--- src/rtl/mdu_div_sequencer.sv ---
// Sequencer and interlock for the multi-cycle divu unit and its HiLo register pair.
// Launches the divider when a divu reaches EX, counts its latency, issues the single
// HiLo write, and holds dependent mfhi/mflo or a second divu in ID until HiLo is valid.
module mdu_div_sequencer #(
  parameter int unsigned DIV_CYCLES = 32,
  parameter int unsigned CNT_W      = 6,
  // Width of the stall statistics counter; narrow builds make saturation observable.
  parameter int unsigned STALL_W    = 32
) (
  input  logic               clk,
  input  logic               rst,
  input  logic               ex_div_valid,
  input  logic               id_is_div,
  input  logic               id_is_mfhilo,
  output logic               div_start,
  output logic               div_busy,
  output logic               hilo_we,
  output logic               stall,
  output logic               bubble,
  output logic [STALL_W-1:0] stall_cycles
);

  typedef enum logic [1:0] {
    StIdle,
    StRun,
    StWrite
  } state_e;

  localparam logic [CNT_W-1:0]   CntLoad  = CNT_W'(DIV_CYCLES);
  localparam logic [CNT_W-1:0]   CntOne   = CNT_W'(1);
  localparam logic [STALL_W-1:0] StallMax = {STALL_W{1'b1}};
  localparam logic [STALL_W-1:0] StallOne = STALL_W'(1);

  state_e             state_q, state_d;
  logic [CNT_W-1:0]   cnt_q, cnt_d;
  logic [STALL_W-1:0] stall_cnt_q, stall_cnt_d;
  logic               hz;
  logic               dep_in_id;

  // FSM state and latency counter; reset abandons any division in flight.
  always_ff @(posedge clk or negedge rst) begin
    if (!rst) begin
      state_q <= StIdle;
      cnt_q   <= '0;
    end else begin
      state_q <= state_d;
      cnt_q   <= cnt_d;
    end
  end

  // Next state, counter update and the start/write pulses.
  always_comb begin
    state_d   = state_q;
    cnt_d     = cnt_q;
    div_start = 1'b0;
    hilo_we   = 1'b0;
    unique case (state_q)
      StIdle: begin
        // rst gates the pulse so nothing leaks out combinationally during reset.
        if (rst && ex_div_valid) begin
          div_start = 1'b1;
          cnt_d     = CntLoad;
          state_d   = StRun;
        end
      end
      StRun: begin
        // Counter enters RUN at DIV_CYCLES, so reaching 1 marks the last RUN cycle.
        if (cnt_q == CntOne) begin
          cnt_d   = '0;
          state_d = StWrite;
        end else begin
          cnt_d = cnt_q - CntOne;
        end
      end
      StWrite: begin
        hilo_we = 1'b1;
        state_d = StIdle;
      end
      default: begin
        cnt_d   = '0;
        state_d = StIdle;
      end
    endcase
  end

  // Interlock: any div or HiLo reader in ID waits while a division is live or starting.
  always_comb begin
    div_busy  = (state_q != StIdle);
    hz        = div_busy | ex_div_valid;
    dep_in_id = id_is_div | id_is_mfhilo;
    stall     = rst & hz & dep_in_id;
    bubble    = stall;
  end

  // Saturating stall-cycle count; holds at all-ones rather than wrapping.
  always_comb begin
    stall_cnt_d = stall_cnt_q;
    if (stall && (stall_cnt_q != StallMax)) begin
      stall_cnt_d = stall_cnt_q + StallOne;
    end
  end

  // Stall statistics register.
  always_ff @(posedge clk or negedge rst) begin
    if (!rst) begin
      stall_cnt_q <= '0;
    end else begin
      stall_cnt_q <= stall_cnt_d;
    end
  end

  assign stall_cycles = stall_cnt_q;

endmodule
--- config.mk ---
export PLATFORM = sky130hd
export DESIGN_NAME = mdu_div_sequencer
export DESIGN_NICKNAME = d
export VERILOG_FILES = /design/src/rtl/mdu_div_sequencer.sv
export SDC_FILE = /design/constraint.sdc
export NUM_CORES = 1
export LEC_CHECK = 0
export CAP_MARGIN = 30
export CORE_ASPECT_RATIO = 1.2
export CORE_MARGIN = 3
export CORE_UTILIZATION = 45
export CTS_CLUSTER_SIZE = 8
export DETAILED_ROUTE_END_ITERATION = 8
export HOLD_SLACK_MARGIN = 0.03
export PLACE_DENSITY = 0.72
export SLEW_MARGIN = 15
export SYNTH_ARGS = -nofsm -noshare
export SYNTH_HDL_FRONTEND = slang
export SYNTH_SLANG_ARGS = --single-unit
--- constraint.sdc ---
create_clock -name clk -period 2.6 [get_ports clk]
set_clock_uncertainty 0.15 [all_clocks]
set_input_delay 0.39 -clock clk [delete_from_list [all_inputs] [get_ports clk]]
set_output_delay 0.39 -clock clk [all_outputs]
set_load 0.005 [all_outputs]
* After elaboration in Yosys (flattened, before gate mapping) *
Cells that the tools add are included.

storage, ports and cells
  register bits = 40
  input port bits = 5
  output and inout bits = 37

operators by class
  eq/ne operators = 6
  muxes and demuxes = 9
  bitwise logic cells = 5
  add/subtract/negate cells = 2
  reduce and logical (&&, ||, !) cells = 6

operator list
  cell                     count
  $add A32 B1 Y32 const B  1
  $ne A32 B32 Y1 const B   1
  $pmux W6 S3              1
  $mux W6                  2
  $eq A6 B1 Y1 const B     1
  $sub A6 B1 Y6 const B    1
  $mux W2                  2
  $ne A2 B2 Y1 const B     2
  $pmux W2 S2              1
  $reduce_and A2 Y1        2
  $mux W1                  3
  $and A1 B1 Y1            2
  $eq A2 B1 Y1 const B     1
  $eq A2 B2 Y1 const B     1
  $logic_and A1 B1 Y1      2
  $logic_not A2 Y1         1
  $or A1 B1 Y1             2
  $reduce_bool A2 Y1       1
  $not A1 Y1               1

* Logic depth before layout (Yosys ltp) *
Gate-level depths: netlist (run 1).

  depth after elaboration = 5
  mapped depth = 7
  depth with buffers taken out = 6

* Worst setup path before layout (run 1) *
OpenSTA, ideal clock, no wires.

  path kind = flip-flop to flip-flop
  start point = register stall_cnt_q[0] (netlist: stall_cycles[0])
  end point = register stall_cnt_q[1] (netlist: stall_cycles[1])
  data required time = 2.325 ns
  buffers on the path = 0
  setup time = 0.125 ns
  arrival = 1.693 ns
  setup slack = 0.633 ns
  clock period less this slack = 1.967 ns
  cell stages (with the launch flop) = 6
  cell sequence = dfrtp_1 > ha_1 > and3_2 > and3_1 > a31oi_2 > mux2_2

on the way
  longest elaborated chain between the ends = 2
  elaborated cells between the ends (all ways) = 3
  classes of those cells = add/sub (1); eq/ne (1); reduce/logical (1)

RTL lines
  item                                                                     line  source
  start, declared                                                          36    logic [STALL_W-1:0] stall_cnt_q, stall_cnt_d;
  start signal, assigned                                                   108   stall_cnt_q <= stall_cnt_d;
  parallel branches: the longest is 2 deep, another holds $add A32 B1 Y32  -

Parallel ways; which one is timed is not known.
A chain may end at the register's enable or synchronous reset.

* Worst setup path in the final report (run 1) *
  start point = register state_q[0]
  end point = output port div_start

on the way
  longest elaborated chain between the ends = 2

RTL lines
  item                    line  source
  start, declared         34    state_e state_q, state_d;
  start signal, assigned  43    state_q <= StIdle;
  start signal, assigned  46    state_q <= state_d;
  $logic_not A2 Y1        57    unique case (state_q)
  $mux W1                 57
  end, declared           15    output logic div_start,

No other way between the ends.

==> impl_results.md, run 1 <==
- Die ar.: 0.005428 mm2
- Die width: 67.76 um
- Worst VDD drop: 0.3177 mV
- Grt ovf: 0
- # port buffers: 41
- Fin crit period: 2458 ps
- Pwr/cell area: 522.5 mW/mm2
- Commonest cells in the netlist: 40 x dfrtp_1, 19 x nand2_1, 15 x nor2_1
- Area growth from synthesis to layout: 29.10%
- RD Place Congestion: 0.8225
- RSZ-0062 raised after global routing: false
- Initial drt markers: 51
- # DRC: 0
- Clock Pin Slew Worst Setup and Hold Paths: 70 ps
- Hold Path End: cnt_q[4]
- Worst slew pin tran: 353.6 ps
- Period utilization: 0.9456
- Layout cells sized above 1: 0.1320
- Final slew viol count: 0
- Placed inst area: 0.002554 mm2
- Asr flop ratio synth: 1.000
- DR vias/cell: 5.209
- Post-route cell area: 0.002659 mm2
- Net Sw Frac: 0.2586
- TritonCTS buffer count: 5
- Crit-path slowest cell: clkdlybuf4s50_1
- Dpl hpwl: 2992 um
- Post-synthesis area per instance: 10.40 um2
- Logic gate share of total power: 0.159
- Simple-Gate Fraction of Synth Area: 0.2710
- Root Driver: clkbuf_8
- Switch Pwr: 359.3 uW
- Hold path startpoint: cnt_q[4]
- Average routed wire per standard cell: 13.24 um
- Clock group share of total power: 0.305
- Post-Synth Adder-Cell Area: 0.01823
- Max Cap Viol: 0
- Clock Sinks: 40
- Worst r2r dst: stall_cycles[29]
- Crit path max fanout: 6
- Synth warn: 0
- Hold Vio Cnt, Final: 0
- Mux cell area share after synthesis: 0.01640
- Crit-path max cell delay: 490 ps
- H-tree levels: 2
- Worst setup margin: 141.5 ps
- Largest net degree at the start of global routing: 22
- Final WL: 4051 um
- Worst Path Arrival: 1920 ps
- Final setup fails: 0
- Initial Util: 0.4760
- Setup WS pre-CTS: 56.00 ps
- Largest family of logic cells by synthesized area: simple AND/OR/NAND/NOR gates
- Critical-path cell list: or2_2 -> or2_2 -> inv_1 -> clkdlybuf4s50_1
- Die Ht: 80.11 um
- Post-Syn Area: 0.002059 mm2
- Xor/xnor share of the synthesized area: 0.1063
- Worst hold-check path type: reg -> reg
- Clock buffer depth: 2
- Library cells used by synthesis: 42
- Post-synth EDFFs: 0
- Synthesized net count: 206
- Core footprint: 0.004327 mm2
- Synth top area cells: dfrtp_1 49%, xor2_1 5.5%, xnor2_1 5.1%, nand2_1 3.5%, nand4_1 2.7%
- CTS tree: yes
- First-pass GRT wire length: 6893 um
- Compound-Gate Fraction of Synth Area: 0.07837
- Clk_lat worst skew: 290 ps
- Sequential Power Share: 0.536
- P_int: 1.030 mW
- GRT Total Usage: 0.1694
- Leakage power: 1.152 nW
- Crit end category: output port
- Cell mode on critical path: or2_2
- Final cell count without fillers: 306
- Post-Route Setup TNS: 0 ps
- Top_reg_cell synth: dfrtp_1
- Row cnt: 26
- Post-synthesis cell count: 198
- Initial antenna violation count: 0
- Startpoint types: flop
- Synth area leader: dfrtp_1
- Via count: 1594
- Register area share after synthesis: 0.4860
- # diodes: 0
- Post-CTS Setup Bufs: 0
- Worst r2r src: stall_cycles[22]
- Post-DRT Antenna Nets: 0
- Ports: 42
- Most frequent cell after synthesis: dfrtp_1
- Vias in the first global route: 1554
- WS Path Type: reg -> out
- First-pass iteration count of the detailed router: 4
- Share of the synthesized area in the top cell type: 0.4860
- Run status: finished clean
- Hold path cells: 1
- Number of instances in the placed design: 297
- Reg2Reg Setup Slack: 490 ps
- Max_slew headroom: 0.7625
- Nets: 257
- Yosys reg bits: 40
- CP Data Required Time: 2060 ps
- Cells on worst reg2reg path: 5
- Fmax: 406.8 MHz
power groups by stage:
stage	clock network, mW	registers [mW]	logic (mW)
3_3_place_gp	0	0.756	0.217
6_report	0.423	0.745	0.221
2_1_floorplan	0	0.746	0.0825
5_1_grt	0.465	0.751	0.242
3_5_place_dp	0	0.757	0.226
4_1_cts	0.439	0.745	0.227
metal layers:
| layer | GRT usage | up-vias | wire (um) |
|---|---|---|---|
| met5 | 0 | - | 0 |
| met4 | 0.07911 | 0 | 95 |
| met3 | 0.04615 | 8 | 178 |
| met2 | 0.2697 | 33 | 1875 |
| met1 | 0.2098 | 759 | 1901 |
| li1 | - | 794 | - |
worst max-delay path, delay by kind of cell (launching register included):
kind	cells	cell delay [ps]
buffers and inverters	2	550
flip-flops	1	430
AND/OR/NAND/NOR	2	650
worst max-delay path by stage:
stage,endpoint,startpoint,slack [ps],cells past startpoint
2_1_floorplan,stall_cycles[1],stall_cycles[0],630,5
3_3_place_gp,bubble,ex_div_valid,120,5
3_5_place_dp,bubble,ex_div_valid,60,5
4_1_cts,bubble,ex_div_valid,50,5
5_1_grt,div_start,state_q[0],80,4
6_report,div_start,state_q[0],140,4
flip-flops by register name (all words and copies together), names as in the netlist:
name and flops:
cnt_q 6, stall_cycles 32, state_q 2
area by class of cell:
class / count / area, um2
flip-flops and latches: 40 / 1001
clock buffers: 8 / 90.09
inverters: 10 / 37.54
multi-input cells: 146 / 1015
well taps: 56 / 70.07
repair buffers: 46 / 445.4
fillers: 359 / 1668
stage by stage:
step	hold WS, ps	power, mW	util
floorplan	-55.59	0.8283	-
global placement	283.5	0.9735	0.5902
detailed placement	286.1	0.9831	0.5902
CTS	335.3	1.411	0.6134
global route	374.3	1.459	0.6145
finish	337.6	1.389	0.6145
cells by family (layout without fill, tap and decap cells):
kind of cell               after synthesis  in the layout
buffers and inverters                   12             64
AOI/OAI and AO/OA                       23             23
muxes                                    3              3
adders and majority gates                3              3
xor gates and xnor gates                25             25
DFF                                     40             40
and+or+nand+nor                         92             92
layout by cell type (no fill, tap or decap), drive strengths merged, types with 4 or more instances in the layout:
| cell | netlist | layout |
|---|---|---|
| nor2 | 16 | 16 |
| nand4 | 10 | 10 |
| o21ai | 9 | 9 |
| inv | 10 | 10 |
| nand2 | 19 | 19 |
| xnor2 | 12 | 12 |
| dfrtp | 40 | 40 |
| clkdlybuf4s50 | 0 | 40 |
| and3 | 4 | 4 |
| nand3 | 12 | 12 |
| a21oi | 4 | 4 |
| clkbuf | 1 | 8 |
| xor2 | 13 | 13 |
| nor3 | 13 | 13 |
| buf | 1 | 5 |
what timing repair did:
item,CTS,global route
resized for setup,0,1
endpoints found under the setup margin,0,2
endpoints found under the hold margin,40,0
hold buffers,1,0
Power figures use the tool's default switching activity.
==> run 2: changes to the inputs <==
--- a/config.mk
+++ b/config.mk
@@ -9,8 +9,10 @@
 export CORE_ASPECT_RATIO = 1.2
 export CORE_MARGIN = 3
 export CORE_UTILIZATION = 45
+export CTS_CLUSTER_DIAMETER = 150
 export CTS_CLUSTER_SIZE = 8
 export DETAILED_ROUTE_END_ITERATION = 8
+export GPL_ROUTABILITY_DRIVEN = 0
 export HOLD_SLACK_MARGIN = 0.03
 export PLACE_DENSITY = 0.72
 export SLEW_MARGIN = 15
==> results of run 2 <==
The final DEF is identical to that of run 1; final timing and power are the same.
==> run 3: changes to the inputs <==
--- a/config.mk
+++ b/config.mk
@@ -5,7 +5,6 @@
 export SDC_FILE = /design/constraint.sdc
 export NUM_CORES = 1
 export LEC_CHECK = 0
-export CAP_MARGIN = 30
 export CORE_ASPECT_RATIO = 1.2
 export CORE_MARGIN = 3
 export CORE_UTILIZATION = 45
@@ -14,7 +13,9 @@
 export DETAILED_ROUTE_END_ITERATION = 8
 export GPL_ROUTABILITY_DRIVEN = 0
 export HOLD_SLACK_MARGIN = 0.03
+export MAX_ROUTING_LAYER = met4
 export PLACE_DENSITY = 0.72
+export RECOVER_POWER = 25
 export SLEW_MARGIN = 15
 export SYNTH_ARGS = -nofsm -noshare
 export SYNTH_HDL_FRONTEND = slang
==> run 3 against run 2 <==
Non-clock buffer count unchanged. Cell count is the same. Register-to-register slack about the same. Sequential power hardly changed. Worst setup slack is essentially flat. Global-route usage rose by 0.45 points. Core utilization decreased by 0.20 points. Sequential share of layout area increased by 0.12 points. Wire length is essentially flat. Sequential cell count unchanged. Combinational power hardly changed. Cell area fell by 0.33%. Highest routed layer unchanged.
==> impl_results.md, run 3 (synthesized netlist as in run 1, its figures left out) <==
- Pwr/cell area: 524.5 mW/mm2
- Nets: 257
- Row cnt: 26
- CP Data Required Time: 2060 ps
- Crit path max fanout: 6
- Initial drt markers: 49
- H-tree levels: 2
- Min Hold Slack: 337.6 ps
- Net Sw Frac: 0.2602
- Hold Vio Cnt, Final: 0
- # DRC: 0
- Average routed wire per standard cell: 13.23 um
- Final setup fails: 0
- Post-DRT Antenna Nets: 0
- Layout cells sized above 1: 0.1200
- Worst VDD drop: 0.3177 mV
- Post-route cell area: 0.002650 mm2
- # diodes: 0
- Clock Sinks: 40
- First-pass GRT wire length: 6893 um
- CTS tree: yes
- Ports: 42
- Commonest cells after routing, fill and taps aside: 40 x dfrtp_1, 40 x clkdlybuf4s50_1, 19 x nand2_1
- Vias in the first global route: 1549
- DR vias/cell: 5.219
- Max_slew headroom: 0.2248
- Clock buffer depth: 2
- Worst hold-check path type: reg -> reg
- Die Ht: 80.11 um
- Max Cap Viol: 0
- Sequential Power Share: 0.536
- Via count: 1597
- Crit end category: output port
- RSZ-0062 raised after global routing: false
- Final slew viol count: 0
- P_int: 1.028 mW
- Fin crit period: 2458 ps
- Initial antenna violation count: 0
- Max FFs per register: 32
- Root Driver: clkbuf_8
- Period utilization: 0.9456
- Worst Path Arrival: 1920 ps
- Logic gate share of total power: 0.158
- Grt ovf: 0
- First-pass iteration count of the detailed router: 4
- TritonCTS buffer count: 5
- GRT Total Usage: 0.1739
- Post-Route Setup TNS: 0 ps
- Core footprint: 0.004327 mm2
- Switch Pwr: 361.7 uW
- Initial Util: 0.4760
- Clock Pin Slew Worst Setup and Hold Paths: 70 ps
- Die ar.: 0.005428 mm2
- Startpoint types: flop
- Die width: 67.76 um
- Largest net degree at the start of global routing: 22
- Final WL: 4049 um
- Reg2Reg Setup Slack: 490 ps
- Placed inst area: 0.002554 mm2
- Fmax: 406.8 MHz
- Leakage power: 1.142 nW
- WS Path Type: reg -> out
- Dpl hpwl: 2992 um
- Clock group share of total power: 0.306
- Post-CTS Setup Bufs: 0
- # port buffers: 41
- Clk_lat worst skew: 290 ps
- Run status: finished clean
- Worst slew pin tran: 1163 ps
- Area growth from synthesis to layout: 28.68%
==> run 3: cell types whose count changed in the layout (fill, tap and decap cells not counted), sizes merged <==
cell	change
clkbuf	+3
buf	-3
==> run 3: final cells by class <==
class                      count  area [um2]
tap                           56       70.07
multi-input combinational    146        1015
timing repair buffer          46       436.7
clock buffer                   8       90.09
inverter                      10       37.54
sequential                    40        1001
fill                         362        1677
==> run 3: routing by layer <==
layer	vias up	share of wire	track usage
li1	793	-	-
met1	763	0.47	0.2098
met2	33	0.47	0.2697
met3	8	0.044	0.04615
met4	0	0.023	0.07911
met5	-	0	-
==> run 3: timing repair <==
action,in CTS,in global routing
gates resized for setup,0,1
setup endpoints to repair,0,2
endpoints found under the hold margin,40,0
hold buffers,1,0
==> run 3: final timing paths <==
path                                  startpoint  cells after the start          endpoint
worst max-delay path                  state_q[0]                      4         div_start
worst min-delay path                    cnt_q[4]                      1          cnt_q[4]
worst max register to register  stall_cycles[22]                      5  stall_cycles[29]
worst min register to register          cnt_q[4]                      1          cnt_q[4]
max in group asynchronous                    rst                      3  stall_cycles[15]
min in group asynchronous                    rst                      3   stall_cycles[7]
==> run 3: stage by stage <==
step	setup slack (ps)	std cells	utilization	power [mW]
floorplan	632.7	198	-	0.8283
global placement	124.0	297	0.5902	0.9735
detailed placement	56.00	297	0.5902	0.9831
CTS	53.97	306	0.6134	1.411
global route	80.76	306	0.6125	1.457
finish	141.6	306	0.6125	1.390
==> run 3: critical path, cell delays in order, from the launching register on <==
cell,delay (ps)
dfrtp_1,430
or2_2,320
or2_2,330
inv_1,60
clkdlybuf4s50_1,490
==> run 3: power groups by stage <==
stage,sequential (mW),clock [mW],combinational (mW)
4_1_cts,0.745,0.439,0.227
3_3_place_gp,0.756,0,0.217
6_report,0.745,0.426,0.219
2_1_floorplan,0.746,0,0.0825
5_1_grt,0.751,0.465,0.241
3_5_place_dp,0.757,0,0.226
